### src/rtl/timer_ctrl.sv
// timer_ctrl: three-state count timer (IDLE -> RUN -> DONE -> IDLE).
// A run begins on start in IDLE and captures limit. The counter then steps
// from 0 up to the captured limit. After that the block waits in DONE until
// ack is seen. stop aborts a run and keeps the current count.
// Optional build macro TIMER_CTRL_AUTORELOAD_EN: at the terminal count the
// counter reloads to 0 and stays in RUN, and done pulses for one cycle.
// In that mode DONE is never entered.
module timer_ctrl #(
    parameter int unsigned WIDTH = 5
) (
    input  logic             clk,
    input  logic             resetn,
    input  logic             start,
    input  logic             stop,
    input  logic [WIDTH-1:0] limit,
    input  logic             ack,
    output logic [WIDTH-1:0] count,
    output logic             busy,
    output logic             done
);

    typedef enum logic [1:0] {
        IDLE,
        RUN,
        DONE
    } state_t;

    state_t           state_q;
    logic [WIDTH-1:0] count_q;
    logic [WIDTH-1:0] count_d;
    logic [WIDTH-1:0] limit_q;
    logic             busy_q;
    logic             done_q;

    logic             match;
    logic             cnt_clr;
    logic             cnt_inc;
    logic [WIDTH-1:0] bit_en;

    assign match = (count_q == limit_q);

    // Counter control: clear on accepted start (and on reload), step while running below limit
    always_comb begin
        cnt_clr = 1'b0;
        cnt_inc = 1'b0;
        if (state_q == IDLE && start) begin
            cnt_clr = 1'b1;
        end else if (state_q == RUN && !stop) begin
            if (!match) begin
                cnt_inc = 1'b1;
            end
`ifdef TIMER_CTRL_AUTORELOAD_EN
            else begin
                cnt_clr = 1'b1;
            end
`endif
        end
    end

    // Ripple-carry incrementer: a bit toggles only when the carry into it is set
    always_comb begin
        logic c;
        c       = cnt_inc;
        bit_en  = '0;
        count_d = count_q;
        for (int unsigned i = 0; i < WIDTH; i++) begin
            bit_en[i]  = c;
            count_d[i] = cnt_clr ? 1'b0 : (count_q[i] ^ bit_en[i]);
            c          = c & count_q[i];
        end
    end

    // Control FSM with registered count, limit, busy and done
    always_ff @(posedge clk or negedge resetn) begin
        if (!resetn) begin
            state_q <= IDLE;
            count_q <= '0;
            limit_q <= '0;
            busy_q  <= 1'b0;
            done_q  <= 1'b0;
        end else begin
            count_q <= count_d;
            case (state_q)
                IDLE: begin
                    if (start) begin
                        state_q <= RUN;
                        limit_q <= limit;
                        busy_q  <= 1'b1;
                        done_q  <= 1'b0;
                    end
                end
                RUN: begin
                    if (stop) begin
                        state_q <= IDLE;
                        busy_q  <= 1'b0;
                        done_q  <= 1'b0;
                    end else if (match) begin
`ifdef TIMER_CTRL_AUTORELOAD_EN
                        done_q  <= 1'b1;
`else
                        state_q <= DONE;
                        busy_q  <= 1'b0;
                        done_q  <= 1'b1;
`endif
                    end else begin
                        done_q  <= 1'b0;
                    end
                end
                DONE: begin
                    if (ack) begin
                        state_q <= IDLE;
                        done_q  <= 1'b0;
                    end
                end
                default: begin
                    state_q <= IDLE;
                    busy_q  <= 1'b0;
                    done_q  <= 1'b0;
                end
            endcase
        end
    end

    assign count = count_q;
    assign busy  = busy_q;
    assign done  = done_q;

endmodule

### config.mk
export PLATFORM = sky130hd
export DESIGN_NAME = timer_ctrl
export DESIGN_NICKNAME = d
export VERILOG_FILES = /design/src/rtl/timer_ctrl.sv
export SDC_FILE = /design/constraint.sdc
export NUM_CORES = 1
export LEC_CHECK = 0
export CORE_MARGIN = 2
export CORE_UTILIZATION = 44
export CTS_BUF_LIST = sky130_fd_sc_hd__clkbuf_4 sky130_fd_sc_hd__clkbuf_8
export DETAILED_ROUTE_END_ITERATION = 16
export PLACE_DENSITY = 0.76
export SYNTH_ARGS = -nofsm -noshare
export SYNTH_HDL_FRONTEND = slang
export SYNTH_SLANG_ARGS = --single-unit
### constraint.sdc
create_clock -name clk -period 1.9 [get_ports clk]
set_input_delay 0.38 -clock clk [delete_from_list [all_inputs] [get_ports clk]]
set_output_delay 0.38 -clock clk [all_outputs]
set_load 0.005 [all_outputs]
=== Word level (Yosys, flattened, before mapping) ===
Index checks and enable logic that the tools add are counted.
Widths: inputs -> output; s select.

* Eq/ne operators: 6
* Muxes and demuxes: 23
* Bitwise operators: 10
* Reduce and logical (&&, ||, !) cells: 8

{| class="wikitable"
|+ Operators with widths
! operator !! count
|-
| $mux 1 || 16
|-
| $mux 2 || 4
|-
| $pmux 1 s3 || 2
|-
| $pmux 2 s3 || 1
|-
| $reduce_and 3->1 || 2
|-
| $eq 5x5->1 || 1
|-
| $xor 1x1->1 || 5
|-
| $and 1x1->1 || 4
|-
| $ne 2x2->1 const B || 2
|-
| $reduce_and 2->1 || 2
|-
| $ne 3x3->1 const B || 1
|-
| $eq 2x1->1 const B || 1
|-
| $eq 2x2->1 const B || 1
|-
| $logic_and 1x1->1 || 2
|-
| $logic_not 2->1 || 1
|-
| $logic_not 1->1 || 1
|-
| $not 1->1 || 1
|}

* Register bits after elaboration: 14
* Input bits: 10
* Output and inout port bits: 7
* Logic and storage cells: 52

=== Logic depth before layout (Yosys ltp) ===
* Word-level depth: 10
* Depth in mapped cells: 10
* Mapped depth without buffers: 10

=== Worst setup path after synthesis ===
Ideal clock, no wire load.

* Path type: register to register
* Start point: register count_q[4] (netlist: count[4])
* End point: register count_q[3] (netlist: count[3])
* Setup time: 0.127 ns
* Data arrival time: 1.878 ns
* Data required time: 1.773 ns
* Setup slack: -0.105 ns
* Cell stages (with the launch flop): 10
* Buffers on the path: 0
* Clock period less this slack: 2.005 ns
* Cells stage by stage: dfrtp_1 -> xnor2_1 -> nand3_1 -> nor3_2 -> nor2_1 -> ha_1 -> ha_1 -> ha_1 -> ha_1 -> nor2b_1

* Word-level cells in the longest chain between the ends: 9

{| class="wikitable"
|+ Ends and longest elaborated chain
! element !! RTL line !! RTL
|-
| from (decl) || 29 || <nowiki>logic [WIDTH-1:0] count_q;</nowiki>
|-
| from (signal assigned) || 82 || <nowiki>count_q <= count_d;</nowiki>
|-
| $eq 5x5->1 || 40 || <nowiki>assign match = (count_q == limit_q);</nowiki>
|-
| $mux 1 || 49 || <nowiki>if (!match) begin</nowiki>
|-
| $mux 1 || 48 || <nowiki>end else if (state_q == RUN && !stop) begin</nowiki>
|-
| $mux 1 || 46 || <nowiki>if (state_q == IDLE && start) begin</nowiki>
|-
| $and 1x1->1 (3 in a row) || 69 || <nowiki>c = c & count_q[i];</nowiki>
|-
| $xor 1x1->1 || 68 || <nowiki>count_d[i] = cnt_clr ? 1'b0 : (count_q[i] ^ bit_en[i]);</nowiki>
|-
| $mux 1 || 68 ||
|-
| net count_d[3] || 30 || <nowiki>logic [WIDTH-1:0] count_d;</nowiki>
|}

The timed path passes the listed nets, and every way through them passes these cells.
A chain may end at the register's enable or synchronous reset.

=== Worst setup path after layout ===
* Start point: register limit_q[1]
* End point: register count_q[4] (netlist: count[4])

* Word-level cells in the longest chain between the ends: 10

{| class="wikitable"
|+ Ends and longest elaborated chain
! element !! RTL line !! RTL
|-
| from (decl) || 31 || <nowiki>logic [WIDTH-1:0] limit_q;</nowiki>
|-
| from (signal assigned) || 87 || <nowiki>limit_q <= limit;</nowiki>
|-
| $eq 5x5->1 || 40 ||
|-
| $mux 1 || 49 ||
|-
| $mux 1 || 48 ||
|-
| $mux 1 || 46 ||
|-
| $and 1x1->1 (4 in a row) || 69 ||
|-
| $xor 1x1->1 || 68 ||
|-
| $mux 1 || 68 ||
|-
| net count_d[4] || 30 ||
|}

The timed path passes the listed nets, and every way through them passes these cells.

==> flow_summary.toml <==
[synth]
synth_area_sq_um = 652
dominantRegCellSynth = "dfrtp_1"
ys_types = 18
async_reset_ff_share_pct = 100
yosys_warnings = 0
ys_seq_elements = 14
synth_edf_count = 0
synth_top_area_cell = "dfrtp_1"
postSynthNetCount = 65
syn_inst = 51
synth_area_leaders = "dfrtp_1 (54%), mux2_2 (8.6%), ha_1 (7.7%), xnor2_1 (5.4%), nor2b_1 (4.8%)"
avgSynthCellArea_sq_um = 12.8
synth_top_area_share_pct = 53.7
synth_seq_area_share_pct = 53.7

[cts]
clk_pin_slew_ps = 80
cts_tree = "built"
clock-sinks = 14
clkLatencyLatePin_ps = 260
max-clock-path-buffers = 2
cts-root-buf = "clkbuf_4"
cts_buffers = 3
h-tree-depth = 1

[grt]
grt_pass1_wl_microns = 1810
antenna_found_initial = 0
grt_pass1_vias = 413
track_usage_pct = 12.9
gr-total-overflow = 0
grt_max_degree = 15

[setup_path]
crit_path_start_kind = "flop"
slowest_delay_ps = 400
worstPathCellList = "xnor2_1, nand3_1, nor3_2, nor2_1, ha_2, ha_4, ha_4, ha_4, xnor2_2, nor2_1"
cp.depth = 10
cp_common_cell = "ha_4"
cp_slowest_cell = "dfrtp_1"
cp-end-kind = "flop"
r2r_setup_slack_ps = 40
required_ps = 2040
critPathCapture = "count[4]"
rr_worst_depth = 10
crit_fanout = 2
timing.rr.end = "count[4]"
critPathBufInv = 0
crit_type = "flop to flop"
arrival_ps = 2000
crit_family = "adder cells"
critPathLaunch = "limit_q[1]"
reg2reg_from = "limit_q[1]"

[power]
p_leak_nw = 0.405
pwr_density_cell_nw_per_um2 = 1030
irDropWorstVdd_mv = 0.769

[layout]
fill_cells = 102
final_cells = 90
final_common_cell = "clkdlybuf4s50_1"
n_antenna_cell = 0
fin_nets = 91
layout_common_cells = "clkdlybuf4s50_1 (16), dfrtp_1 (14), nor2b_1 (5), mux2_2 (5), buf_4 (5)"
syn_to_final_growth_pct = 44.0
drive_above_1_share_pct = 29.3

[floorplan]
coreArea_sq_um = 1350
die_area_sq_um = 1810
die_h_microns = 42.5
fp-row-count = 13
io_pins = 17
initial_core_util_pct = 48.3
fp.dieW_microns = 42.5

[run_status]
status = "complete, no violations"

[placement]
hpwl_microns = 861
dp_cells = 87
port_buffers = 16
gp_congestion = 0.756

[timing]
fmax_mhz = 538
setup_viol = 0
finalCritPeriodShare_pct = 97.8
drv_slew = 0
relSlewSlack_pct = 59.1
finalHoldViolations = 0
fin_crit_ps = 1860
skew_ps = 1.17
tightest_slew_ps = 611
hold_slack_ps = 497
rsz0062_at_grt = "yes"

[detailed_routing]
dr.first_iter.drc_count = 1
vias = 453
drc = 0
wl_per_cell_microns = 12.4
routed_wl_microns = 1110
viasPerCell = 5.03
first_pass_iters = 2
ant_nets = 0

[hold_path]
hp-class = "input port to async pin"

[job]
cap_violations = 0
[per-layer routing]
| metal | GRT usage, % | vias to the layer above | part of all wire (%) |
|---|---|---|---|
| met3 | 3.02 | 0 | 5.1 |
| met2 | 22.2 | 11 | 50 |
| li1 | - | 224 | - |
| met1 | 17.7 | 218 | 44 |
| met4 | 0 | 0 | 0 |
| met5 | 0 | - | 0 |
[worst reg2reg max path: stages (launching register included)]
cell and delay [ps]:
dfrtp_1 400, xnor2_1 180, nand3_1 110, nor3_2 150, nor2_1 70, ha_2 190
ha_4 160, ha_4 150, ha_4 150, xnor2_2 120, nor2_1 60
[area by class of cell]
cell class | count | area (sq um) | share of cell area, %
Timing Repair Buffer | 21 | 198 | 21.1
Clock buffer | 3 | 22.5 | 2.40
Multi-Input combinational cell | 37 | 349 | 37.2
Tap cell | 15 | 18.8 | 2.00
Sequential cell | 14 | 350 | 37.3
[registers in the layout, indices dropped and copies added, names as in the netlist]
register and cells:
busy 1, count 5, done 1, limit_q 5
state_q 2
[power breakdown]
| part | switching (mW) | internal [mW] |
|---|---|---|
| Sequential | 0.0717 | 0.382 |
| Clock | 0.0828 | 0.0730 |
| Combinational | 0.130 | 0.226 |
[timing repair]
| action | 4_1_cts | 5_1_grt |
|---|---|---|
| gates resized for setup | 2 | 2 |
| endpoints found under the setup margin | 1 | 2 |
| pin swaps | 1 | 0 |
| hold buffers | 0 | 0 |
| gates cloned | 0 | 0 |
| buffers inserted | 0 | 0 |
[cells by family (layout without fill, tap and decap cells)]
logic type	after synthesis	count (layout)	synth area share, %
AOI/OAI and AO/OA	5	5	5.37
DFF	14	14	53.7
muxes	5	5	8.64
and+or+nand+nor	17	17	16.5
buffers and inverters	0	24	0
xor gates and xnor gates	6	6	8.06
adders and majority gates	4	4	7.68
[per-stage QoR]
stage / area (sq um) / TNS [ps] / worst slack [ps] / utilization (%) / power [mW]
after CTS: 918 / 0 / 4.49 / 68.0 / 0.978
after global placement: 876 / -414 / -175 / 64.9 / 0.800
after floorplan: 659 / 0 / 8.24 / - / 0.642
after detailed placement: 876 / -471 / -200 / 64.9 / 0.808
after global routing: 938 / -196 / -118 / 69.5 / 1.04
final: 938 / 0 / 41.9 / 69.5 / 0.966
[synth_stat cells, types with 2 or more instances]
library cell	number
nor2_1	4
o22ai_1	2
xor2_1	2
ha_1	4
xnor2_1	4
mux2_2	5
dfrtp_1	14
nor2b_1	5
nand2_1	2
[worst min-delay path by stage]
stage               slack [ps]  cells after the start          to       start
floorplan                   80                      0        busy      resetn
global placement           510                      1  limit_q[4]  limit_q[4]
detailed placement         520                      1  limit_q[3]  limit_q[3]
CTS                        530                      1  limit_q[4]      resetn
global route               560                      1    count[1]      resetn
finish                     500                      1  limit_q[4]      resetn
Note: power is estimated with default switching activity, not from simulation.
